**config.mk**
```make
export PLATFORM = sky130hd
export DESIGN_NAME = npc_mem_arbiter
export DESIGN_NICKNAME = d
export VERILOG_FILES = /design/src/rtl/npc_pkg.sv /design/src/rtl/npc_arb_pick.sv /design/src/rtl/npc_mem_arbiter.sv
export SDC_FILE = /design/constraint.sdc
export NUM_CORES = 1
export LEC_CHECK = 0
export CORE_ASPECT_RATIO = 1.25
export CORE_MARGIN = 3
export CORE_UTILIZATION = 33
export CTS_BUF_LIST = sky130_fd_sc_hd__clkbuf_4
export DETAILED_ROUTE_END_ITERATION = 8
export PLACE_DENSITY = 0.8
export RECOVER_POWER = 50
export SLEW_MARGIN = 15
export SYNTH_ARGS = -nofsm -noshare
export SYNTH_HDL_FRONTEND = slang
export SYNTH_SLANG_ARGS = --single-unit
```
**constraint.sdc**
```tcl
create_clock -name clk -period 1.75 [get_ports clk]
set_clock_uncertainty 0.2 [all_clocks]
set_input_delay 0.175 -clock clk [delete_from_list [all_inputs] [get_ports clk]]
set_output_delay 0.175 -clock clk [all_outputs]
set_load 0.02 [all_outputs]
```
**src/rtl/npc_pkg.sv**
```systemverilog
// npc_pkg: definitions shared by the NPC memory arbiter sources.
//   arb_state_e    - arbiter FSM state encoding (IDLE / SEND / WAIT)
//   OWNER_IFU/LSU  - encoding of the requester that owns the outstanding access
//   STARVE_W       - width of the IFU starvation counter
package npc_pkg;

  typedef enum logic [1:0] {
    ARB_IDLE = 2'd0,
    ARB_SEND = 2'd1,
    ARB_WAIT = 2'd2
  } arb_state_e;

  localparam logic OWNER_IFU = 1'b0;
  localparam logic OWNER_LSU = 1'b1;

  localparam int STARVE_W = 4;

endpackage

```
**src/rtl/npc_arb_pick.sv**
```systemverilog
// npc_arb_pick: winner select between IFU and LSU plus the IFU starvation
// counter. LSU normally wins; once LSU_MAX consecutive LSU grants have been
// given while the IFU was waiting, the IFU wins the next contended slot.
//   clk, rst       - clock, synchronous active-high reset
//   arb_en         - arbiter is able to accept a request this cycle
//   ifu_req_valid  - IFU is requesting
//   lsu_req_valid  - LSU is requesting
//   ifu_grant      - IFU request accepted this cycle
//   lsu_grant      - LSU request accepted this cycle
module npc_arb_pick
  import npc_pkg::*;
#(
  parameter int LSU_MAX = 4
) (
  input  logic clk,
  input  logic rst,
  input  logic arb_en,
  input  logic ifu_req_valid,
  input  logic lsu_req_valid,
  output logic ifu_grant,
  output logic lsu_grant
);

  localparam logic [STARVE_W-1:0] LSU_MAX_C = STARVE_W'(LSU_MAX);

  logic [STARVE_W-1:0] starve_q, starve_d;
  logic                lsu_may_win;

  always_comb begin
    lsu_may_win = !ifu_req_valid || (starve_q < LSU_MAX_C);
    lsu_grant   = arb_en && lsu_req_valid && lsu_may_win;
    ifu_grant   = arb_en && ifu_req_valid && !lsu_grant;

    starve_d = starve_q;
    if (lsu_grant) begin
      // Only count LSU grants that actually kept a waiting IFU out.
      if (ifu_req_valid) begin
        starve_d = (starve_q >= LSU_MAX_C) ? LSU_MAX_C : starve_q + 1'b1;
      end else begin
        starve_d = '0;
      end
    end else if (ifu_grant) begin
      starve_d = '0;
    end
  end

  always_ff @(posedge clk) begin
    if (rst) begin
      starve_q <= '0;
    end else begin
      starve_q <= starve_d;
    end
  end

endmodule

```
**src/rtl/npc_mem_arbiter.sv**
```systemverilog
// npc_mem_arbiter: shares the single NPC memory port between the IFU
// (reads only) and the LSU (loads and stores). One access is outstanding at
// a time; the response is routed back to the requester that owns it.
//   clk, rst                      - clock, synchronous active-high reset
//   ifu_req_valid/ready, ifu_addr - IFU fetch request handshake
//   ifu_resp_valid, ifu_rdata     - IFU read data (one-cycle pulse)
//   lsu_req_valid/ready, lsu_*    - LSU request handshake and payload
//   lsu_resp_valid, lsu_rdata     - LSU completion pulse and load data
//   mem_req_valid/ready, mem_*    - registered request towards memory
//   mem_resp_valid, mem_rdata     - memory response (no backpressure)
module npc_mem_arbiter
  import npc_pkg::*;
#(
  parameter int AW      = 32,
  parameter int DW      = 32,
  parameter int LSU_MAX = 4
) (
  input  logic            clk,
  input  logic            rst,
  input  logic            ifu_req_valid,
  output logic            ifu_req_ready,
  input  logic [AW-1:0]   ifu_addr,
  output logic            ifu_resp_valid,
  output logic [DW-1:0]   ifu_rdata,
  input  logic            lsu_req_valid,
  output logic            lsu_req_ready,
  input  logic [AW-1:0]   lsu_addr,
  input  logic            lsu_wen,
  input  logic [DW-1:0]   lsu_wdata,
  input  logic [DW/8-1:0] lsu_wmask,
  output logic            lsu_resp_valid,
  output logic [DW-1:0]   lsu_rdata,
  output logic            mem_req_valid,
  input  logic            mem_req_ready,
  output logic [AW-1:0]   mem_addr,
  output logic            mem_wen,
  output logic [DW-1:0]   mem_wdata,
  output logic [DW/8-1:0] mem_wmask,
  input  logic            mem_resp_valid,
  input  logic [DW-1:0]   mem_rdata
);

  arb_state_e      state_q, state_d;
  logic            owner_q, owner_d;
  logic [AW-1:0]   mem_addr_q, mem_addr_d;
  logic            mem_wen_q, mem_wen_d;
  logic [DW-1:0]   mem_wdata_q, mem_wdata_d;
  logic [DW/8-1:0] mem_wmask_q, mem_wmask_d;

  logic arb_en;
  logic ifu_grant;
  logic lsu_grant;
  logic in_wait;
  logic resp_fire;

  // Accepting is only possible in IDLE; holding off during rst keeps the
  // handshake outputs quiet while the block is being reset.
  assign arb_en = (state_q == ARB_IDLE) && !rst;

  npc_arb_pick #(
    .LSU_MAX(LSU_MAX)
  ) u_pick (
    .clk          (clk),
    .rst          (rst),
    .arb_en       (arb_en),
    .ifu_req_valid(ifu_req_valid),
    .lsu_req_valid(lsu_req_valid),
    .ifu_grant    (ifu_grant),
    .lsu_grant    (lsu_grant)
  );

  always_comb begin
    state_d     = state_q;
    owner_d     = owner_q;
    mem_addr_d  = mem_addr_q;
    mem_wen_d   = mem_wen_q;
    mem_wdata_d = mem_wdata_q;
    mem_wmask_d = mem_wmask_q;
    case (state_q)
      ARB_IDLE: begin
        if (lsu_grant) begin
          state_d     = ARB_SEND;
          owner_d     = OWNER_LSU;
          mem_addr_d  = lsu_addr;
          mem_wen_d   = lsu_wen;
          mem_wdata_d = lsu_wdata;
          mem_wmask_d = lsu_wmask;
        end else if (ifu_grant) begin
          // Fetches are always plain reads: no write enable, no byte lanes.
          state_d     = ARB_SEND;
          owner_d     = OWNER_IFU;
          mem_addr_d  = ifu_addr;
          mem_wen_d   = 1'b0;
          mem_wdata_d = '0;
          mem_wmask_d = '0;
        end
      end
      ARB_SEND: begin
        if (mem_req_ready) begin
          state_d = ARB_WAIT;
        end
      end
      ARB_WAIT: begin
        if (mem_resp_valid) begin
          state_d = ARB_IDLE;
        end
      end
      default: begin
        state_d = ARB_IDLE;
      end
    endcase
  end

  always_ff @(posedge clk) begin
    if (rst) begin
      state_q     <= ARB_IDLE;
      owner_q     <= OWNER_IFU;
      mem_addr_q  <= '0;
      mem_wen_q   <= 1'b0;
      mem_wdata_q <= '0;
      mem_wmask_q <= '0;
    end else begin
      state_q     <= state_d;
      owner_q     <= owner_d;
      mem_addr_q  <= mem_addr_d;
      mem_wen_q   <= mem_wen_d;
      mem_wdata_q <= mem_wdata_d;
      mem_wmask_q <= mem_wmask_d;
    end
  end

  // A response is only meaningful while waiting; strays elsewhere are dropped.
  assign in_wait   = (state_q == ARB_WAIT);
  assign resp_fire = in_wait && mem_resp_valid;

  assign ifu_req_ready  = ifu_grant;
  assign lsu_req_ready  = lsu_grant;
  assign mem_req_valid  = (state_q == ARB_SEND);
  assign mem_addr       = mem_addr_q;
  assign mem_wen        = mem_wen_q;
  assign mem_wdata      = mem_wdata_q;
  assign mem_wmask      = mem_wmask_q;

  assign ifu_resp_valid = resp_fire && (owner_q == OWNER_IFU);
  assign lsu_resp_valid = resp_fire && (owner_q == OWNER_LSU);
  assign ifu_rdata      = (in_wait && (owner_q == OWNER_IFU)) ? mem_rdata : '0;
  assign lsu_rdata      = (in_wait && (owner_q == OWNER_LSU)) ? mem_rdata : '0;

endmodule
```
# Word-level counts from Yosys, hierarchy flattened
# Cells that the tools add are included.
[totals] elab_cells=53 ramBits=0 latch_bits=0 rom_bits=0 mem_count=0 reg_bits=76
[classes] mul=0 n_mux=19 div_mod_pow=0 reduce_logical=18 n_eq_ne=5 addsub=1 n_shift=0 order_cmp=2 n_bitwise=1
[ops] op="32-bit 2-to-1 mux" n=6
[ops] op="4-bit 2-to-1 mux" n=5
[ops] op="1-bit logical AND" n=10
[ops] op="2-bit 2-to-1 mux" n=4
[ops] op="2-bit one-hot mux with 3 select lines" n=1
[ops] op="4-bit by 1-bit adder with 4-bit output (second input constant)" n=1
[ops] op="4-bit by 3-bit >= comparator with 1-bit output (second input constant)" n=1
[ops] op="4-bit by 3-bit less-than comparator with 1-bit output (second input constant)" n=1
[ops] op="1-bit zero test" n=3
[ops] op="1-bit 2-to-1 mux" n=3
[ops] op="3-bit != test (second input constant)" n=1
[ops] op="3-bit AND reduction" n=1
[ops] op="2-bit by 1-bit == test with 1-bit output (second input constant)" n=1
[ops] op="2-bit == test (second input constant)" n=1
[ops] op="2-bit zero test" n=1
[ops] op="2-bit by 1-bit != test with 1-bit output (second input constant)" n=1
[ops] op="2-bit != test (second input constant)" n=1
[ops] op="2-bit AND reduction" n=1
[ops] op="2-bit nonzero test" n=1
[ops] op="1-bit logical OR" n=1
[ops] op="1-bit NOT" n=1

# Logic depth before layout (Yosys ltp)
# Gate-level depths: netlist of the first run.
[depth] ltp_word=9 mapped_depth=6

# Cells and area by module
# From an unflattened synthesis of the first run, not the netlist that was laid out.
[unflattened] cells_unflattened=422 area_unflattened_um2=3793.6
[by_module_without_submodules] mod="npc_mem_arbiter" cells_each=404 n_inst=1 area_per_inst_um2=3601.0
[by_module_without_submodules] mod="npc_arb_pick" cells_each=18 n_inst=1 area_per_inst_um2=192.7

# Least setup slack after synthesis of the first run
# OpenSTA, ideal clock, no wires.
[synth_path] path_type="flip-flop to flip-flop" start="register state_q[1]" end="register mem_addr_q[23], in the netlist mem_addr[23]" stages_incl_launch_ff=7 arrival_ns=1.429 n_path_buf=3 setup_ns=0.134 slack_ns=-0.013 cell_sequence="dfxtp_1 -> buf_6 -> or4b_1 -> buf_2 -> buf_6 -> nor3_1 -> nor4_1"
[synth_between] elab_chain_len=8
[synth_rtl] item="start: declaration" line="npc_mem_arbiter.sv:43" text="arb_state_e state_q, state_d;"
[synth_rtl] item="start signal: assignment" line="npc_mem_arbiter.sv:123" text="state_q <= state_d;"
[synth_rtl] item="2-bit zero test *" line="npc_mem_arbiter.sv:58, npc_mem_arbiter.sv:79"
[synth_rtl] item="1-bit logical AND" line="npc_mem_arbiter.sv:58" text="assign arb_en = (state_q == ARB_IDLE) && !rst;"
[synth_rtl] item="1-bit logical AND (2 in a row)" line="npc_arb_pick.sv:31" text="lsu_grant = arb_en && lsu_req_valid && lsu_may_win;"
[synth_rtl] item="1-bit zero test" line="npc_arb_pick.sv:32" text="ifu_grant = arb_en && ifu_req_valid && !lsu_grant;"
[synth_rtl] item="1-bit logical AND" line="npc_arb_pick.sv:32"
[synth_rtl] item="2-bit nonzero test (no line)"
[synth_rtl] item="2-bit AND reduction (no line)"
[synth_rtl] item="end signal: assignment" line="npc_mem_arbiter.sv:125" text="mem_addr_q <= mem_addr_d;"
[synth_rtl] item="end: declaration" line="npc_mem_arbiter.sv:45" text="logic [AW-1:0] mem_addr_q, mem_addr_d;"
# Every way passes the cells marked *; elsewhere a longest branch is shown, timed or not.
# A chain may end at the register's enable or synchronous reset.

# Worst setup path in the final report of the first run
[layout_path] start="register state_q[0]" end="output lsu_rdata[26]"
[layout_between] elab_chain_len=3
[layout_rtl] item="2-bit == test" line="npc_mem_arbiter.sv:133" text="assign in_wait = (state_q == ARB_WAIT);"
[layout_rtl] item="1-bit logical AND" line="npc_mem_arbiter.sv:147" text="assign lsu_rdata = (in_wait && (owner_q == OWNER_LSU)) ? mem_rdata : '0;"
[layout_rtl] item="32-bit 2-to-1 mux" line="npc_mem_arbiter.sv:147"
[layout_rtl] item="end: declaration" line="npc_mem_arbiter.sv:32" text="output logic [DW-1:0] lsu_rdata,"
# Every way passes these cells.

==> results of run 1 <==
-- flip-flops by register name, indices dropped and copies added (netlist names) --
register and count:
mem_wdata 32, mem_wen 1, mem_addr 32, mem_wmask 4, owner_q 1, state_q 2, u_pick.starve_q 4
-- metrics by stage --
| stage | total power [mW] | setup WS, ns | area (µm²) |
|---|---|---|---|
| 3_3_place_gp | 3.52 | -0.458 | 6970 |
| 3_5_place_dp | 3.56 | -0.487 | 6970 |
| 2_1_floorplan | 2.69 | -0.00884 | 3920 |
| 4_1_cts | 4.72 | -0.302 | 8080 |
| 5_1_grt | 5.13 | -0.340 | 8550 |
| 6_report | 4.92 | -0.299 | 8550 |
-- path summary, 6_finish.rpt --
kind | startpoint | to | slack [ns] | cells past startpoint
worst min register to register | mem_wdata[8] | mem_wdata[8] | 0.27 | 2
worst max register to register | state_q[0] | mem_addr[23] | -0.26 | 5
worst max-delay path | state_q[0] | lsu_rdata[26] | -0.30 | 5
worst min-delay path | rst | mem_wdata[10] | 0.07 | 3
-- final cells by class --
class                      count  area [µm²]  area share [%]
inverter                       1        3.75          0.0439
clock buffer                  12        90.1            1.05
antenna                        1        2.50          0.0293
sequential                    76        1530            17.9
tap                          157         196            2.30
multi-input combinational    339        3070            35.9
timing repair buffer         334        3650            42.7
clock inverter                 2        13.8           0.161
-- cell families after synthesis --
kind of cell    Yosys count
flops                    76
buf+inv                  62
compound gates          148
fa+ha+maj                 1
simple gates            190
-- critical path: stages (launching register included) --
cell and delay [ns]:
dfxtp_4 0.39, and3b_2 0.30, buf_12 0.13, buf_16 0.13, and2_4 0.16, buf_6 0.11
-- routing by layer --
layer	share of wire (%)	routed length [µm]	vias to the layer above	track usage, %
met3	8.3	1660	62	5.99
met1	36	7220	2505	33.4
met2	52	10400	290	47.4
met5	0	0	-	0
met4	3.6	723	0	11.1
li1	-	-	2360	-
-- cell usage in the layout (no fill, tap or decap), types with 16 or more instances in the layout --
master           synthesis  layout
nor3_4                   0      30
buf_12                   0      16
o21ai_2                  0      27
a21oi_1                 73      72
clkdlybuf4s50_1          0     137
and2_4                   0      55
buf_4                    2      24
nor4_1                  32      28
dfxtp_1                 76      74
nand3_1                 39      39
a2111oi_4                0      17
buf_6                    8      73
dlygate4sd2_1            0      69
-- power breakdown --
| part | total, mW | switching (mW) | leakage, nW | internal, mW |
|---|---|---|---|---|
| clock network | 0.947 | 0.620 | 0.0632 | 0.327 |
| logic | 2.00 | 1.01 | 2.62 | 0.990 |
| registers | 1.98 | 0.0959 | 0.627 | 1.88 |
| total | 4.92 | 1.72 | 3.31 | 3.20 |
-- what timing repair did --
action	in CTS	in global routing
gates cloned	10	5
hold buffers	0	0
pin swaps	27	41
setup endpoints to repair	212	143
resized for setup	675	70
setup buffers	10	1
==> results.yml, run 1 <==
status:
  run_status: "finished with violations"
  failed_checks: "negative setup slack"
yosys:
  synthMuxAreaShare_pct: 0
  synthTopCellsByCount: "76 x dfxtp_1, 73 x a21oi_1, 66 x and2_1"
  yosys.area_share.simple_pct: 28.6
  ys_top_cells_by_area: "dfxtp_1 39%, and2_1 11%, a21oi_1 9.3%"
  syn_area_mm2: 0.00391
  synth_compound_area_share_pct: 24.1
  ys_warn_count: 0
  yosysTopAreaCell: "dfxtp_1"
  synthCells: 477
  synthAdderAreaFrac_pct: 0.320
  synth_xor_area_share_pct: 0
  synth_cell_type_count: 35
  synth_edf_count: 0
  yosys.area.top_type_share_pct: 38.9
  ys_ff_latch: 76
  avgSynthCellArea_um2: 8.19
  synth_nets: 617
  yosysSeqAreaShare_pct: 38.9
  synth.most_common_cell: "dfxtp_1"
  synth-async-reset-ratio_pct: 0
  synth-main-ff-cell: "dfxtp_1"
  synth_top_family_by_area: "simple AND/OR/NAND/NOR gates"
global_route:
  track_usage_pct: 27.8
  grt_overflow: 0
  grt_pass1_vias: 5217
  grt_max_degree: 40
  grt_pass1_wl_mm: 28.6
  antenna_found_initial: 1
worst_hold_path:
  hold_class: "input port to flip-flop"
floorplan:
  rows: 43
  core-area_mm2: 0.0114
  die_y_um: 128
  start_util_pct: 34.4
  die_area_mm2: 0.0132
  pin_count: 277
  die_width_um: 103
timing:
  hold_viol_final: 0
  rsz0062_at_grt: "true"
  worst_slack_ns: -0.299
  holdWs_ns: 0.0732
  timing.fmax_mhz: 488
  fin_tns_setup_ns: -25.49
  finalSetupViolCount: 142
  worst_pin_slew_ns: 0.756
  maxSlewViolCount: 0
  period_needed_ns: 2.05
  timing.final.crit_share_pct: 117
  timing.slew.headroom_pct: 49.6
route:
  drc: 0
  drt-total-wl_mm: 20.0
  ant_nets: 0
  wire_per_inst_um: 21.7
  drtPass1Iterations: 4
  via_per_inst: 5.66
  drtIter0Drc: 285
  vias: 5217
pwr:
  p_leak_nw: 3.31
  ir_worst_vdd_v: 0.000451
  powerDensity_mw_per_mm2: 575
placed_design:
  placed_cells: 884
  place.gp.congestion: 0.816
  portBuffers: 276
  hpwl_mm: 12.0
clocking:
  htreeDepth: 3
  cts_sinks: 76
  path_clk_slew_ns: 0.14
  cts_tree: "done"
  clockBufferDepth: 2
  cts_buffers: 9
  cts-root-buf: "clkbuf_4"
  insertion_delay_ns: 0.44
worst_setup_path:
  critPathMaxFanout: 8
  required_ns: 1.37
  cp-end-kind: "output pin"
  arrival_ns: 1.67
  startpoint_type: "flip-flop"
  path_class: "flip-flop to output pin"
finish:
  final_core_util_pct: 75.4
  fin_nets: 901
  finalNonFillerCells: 922
  syn_to_final_growth_pct: 119
  drive_gt1_share_pct: 39.9
  num-fill-cells: 769
job:
  maxCapViolations: 0
Power figures use the tool's default switching activity.
==> run 2: changes to the inputs <==
--- a/config.mk
+++ b/config.mk
@@ -7,11 +7,11 @@
 export LEC_CHECK = 0
 export CORE_ASPECT_RATIO = 1.25
 export CORE_MARGIN = 3
-export CORE_UTILIZATION = 33
-export CTS_BUF_LIST = sky130_fd_sc_hd__clkbuf_4
+export CORE_UTILIZATION = 32
 export DETAILED_ROUTE_END_ITERATION = 8
-export PLACE_DENSITY = 0.8
+export PLACE_DENSITY = 0.78
 export RECOVER_POWER = 50
+export SKIP_LAST_GASP = 1
 export SLEW_MARGIN = 15
 export SYNTH_ARGS = -nofsm -noshare
 export SYNTH_HDL_FRONTEND = slang
==> run 2 against run 1 <==
  * The run still ends with negative setup slack left
  * Non-clock buffer count down 10
  * Largest power group is now sequential cells
  * Via count decreased by 4.8%
  * Critical path depth grew 1
  * Cell area is 8.0% lower
  * Sequential share of layout area increased by 1.6 points
  * Critical path type is now flip-flop to flip-flop
  * Die area is 3.0% higher
==> results.yml, run 2 (synthesis results as in run 1) <==
clocking:
  cts_sinks: 76
  insertion_delay_ns: 0.33
  holdBufCountCts: 0
  cts-root-buf: "clkbuf_16"
  cts_tree: "done"
  clockBufferDepth: 2
  htreeDepth: 3
  cts_buffers: 9
  path_clk_slew_ns: 0.06
global_route:
  grt_pass1_wl_mm: 25.3
  top_usage_layer: "met2"
  grt_max_degree: 40
  grt_pass1_vias: 4776
  track_usage_pct: 22.7
  gr-usage-met2_pct: 40.5
  grt_use_met1_pct: 26.5
  antenna_found_initial: 0
  grt_use_met3_pct: 6.78
  grt_overflow: 0
timing:
  hold_viol_final: 0
  timing.final.crit_share_pct: 113
  period_needed_ns: 1.98
  holdWs_ns: 0.206
  worst_slack_ns: -0.232
  finalSetupViolCount: 104
  timing.fmax_mhz: 504
  rsz0062_at_grt: "true"
  worst_pin_slew_ns: 0.437
  timing.slew.headroom_pct: 70.8
  fin_tns_setup_ns: -15.62
  maxSlewViolCount: 0
finish:
  stdcell_area_mm2: 0.00787
  final_common_cell: "clkdlybuf4s50_1"
  finalNonFillerCells: 917
  diodes: 0
  final_core_util_pct: 66.8
  drive_gt1_share_pct: 28.2
  fin_nets: 891
  final_cell_mix: "205 x clkdlybuf4s50_1, 73 x dfxtp_1, 72 x a21oi_1"
  syn_to_final_growth_pct: 101
  num-fill-cells: 956
placed_design:
  portBuffers: 276
  place.gp.congestion: 0.812
  dpl-instance-area_mm2: 0.00698
  placed_cells: 891
  hpwl_mm: 11.8
  post-place-ws_ns: -0.509
worst_setup_path:
  cp-end-kind: "flip-flop"
  path_class: "flip-flop to flip-flop"
  critPathMaxFanout: 8
  arrival_ns: 1.97
  rrSetupSlack_ns: -0.23
  required_ns: 1.74
  startpoint_type: "flip-flop"
worst_hold_path:
  hold_class: "input port to flip-flop"
route:
  drc: 0
  vias: 4968
  drtIter0Drc: 304
  wire_per_inst_um: 19.1
  drtPass1Iterations: 5
  drt-total-wl_mm: 17.5
  ant_nets: 0
  via_per_inst: 5.42
job:
  maxCapViolations: 0
floorplan:
  die_y_um: 130
  pin_count: 277
  die_area_mm2: 0.0136
  rows: 44
  core-area_mm2: 0.0118
  die_width_um: 105
  start_util_pct: 33.2
pwr:
  powerDensity_mw_per_mm2: 706
  ir_worst_vdd_v: 0.000536
  p_leak_nw: 2.80
  power_mw: 5.55
status:
  run_status: "finished with violations"
  failed_checks: "negative setup slack"
-- run 2: cell types whose count changed in the layout (fill, tap and decap cells not counted), moves of 14 or more --
cell             before  now
a2111oi_4            17    0
o21ai_0               1   27
nor3_4               30   15
dlygate4sd2_1        69    0
buf_6                73   30
clkdlybuf4s15_2       0   32
nor3_2                2   16
and2_4               55   20
o21ai_2              27    0
clkdlybuf4s50_1     137  205
and2_1               11   46
a2111oi_1             4   21
-- run 2: worst paths after layout --
path | from | to | cells after the start
max | state_q[0] | mem_addr[4] | 6
min | lsu_wdata[29] | mem_wdata[29] | 3
max reg2reg | state_q[0] | mem_addr[4] | 6
min reg2reg | mem_wdata[22] | mem_wdata[22] | 2
-- run 2: routing by layer --
metal,vias to the layer above,routed length [µm]
met5,-,0
met4,0,366
met3,35,1480
met2,268,8950
met1,2345,6700
li1,2320,-
-- run 2: what timing repair did --
item | in CTS | in global routing
pin swaps | 1 | 36
endpoints found under the setup margin | 143 | 143
gates cloned | 1 | 5
gates resized for setup | 264 | 141
buffers inserted | 0 | 4
-- run 2: final cells by class --
cell class | count | area, µm² | share of cell area [%]
clock buffers | 12 | 256 | 3.26
clock inverters | 4 | 47.5 | 0.604
inverters | 1 | 3.75 | 0.0477
multi-input cells | 339 | 2460 | 31.3
flip-flops and latches | 76 | 1530 | 19.5
well taps | 161 | 201 | 2.56
repair buffers | 324 | 3360 | 42.8
-- run 2: critical path: stages (launching register included) --
cell and delay, ns:
dfxtp_4 0.37, buf_6 0.13, buf_6 0.11, or4b_4 0.59, clkbuf_16 0.21, nor3_4 0.18
nor4_1 0.07
-- run 2: report_power, final --
| group | internal (mW) | switching, mW | total, mW |
|---|---|---|---|
| registers | 1.88 | 0.0906 | 1.97 |
| logic | 0.886 | 0.818 | 1.70 |
| clock network | 1.18 | 0.696 | 1.87 |
| total | 3.94 | 1.60 | 5.55 |
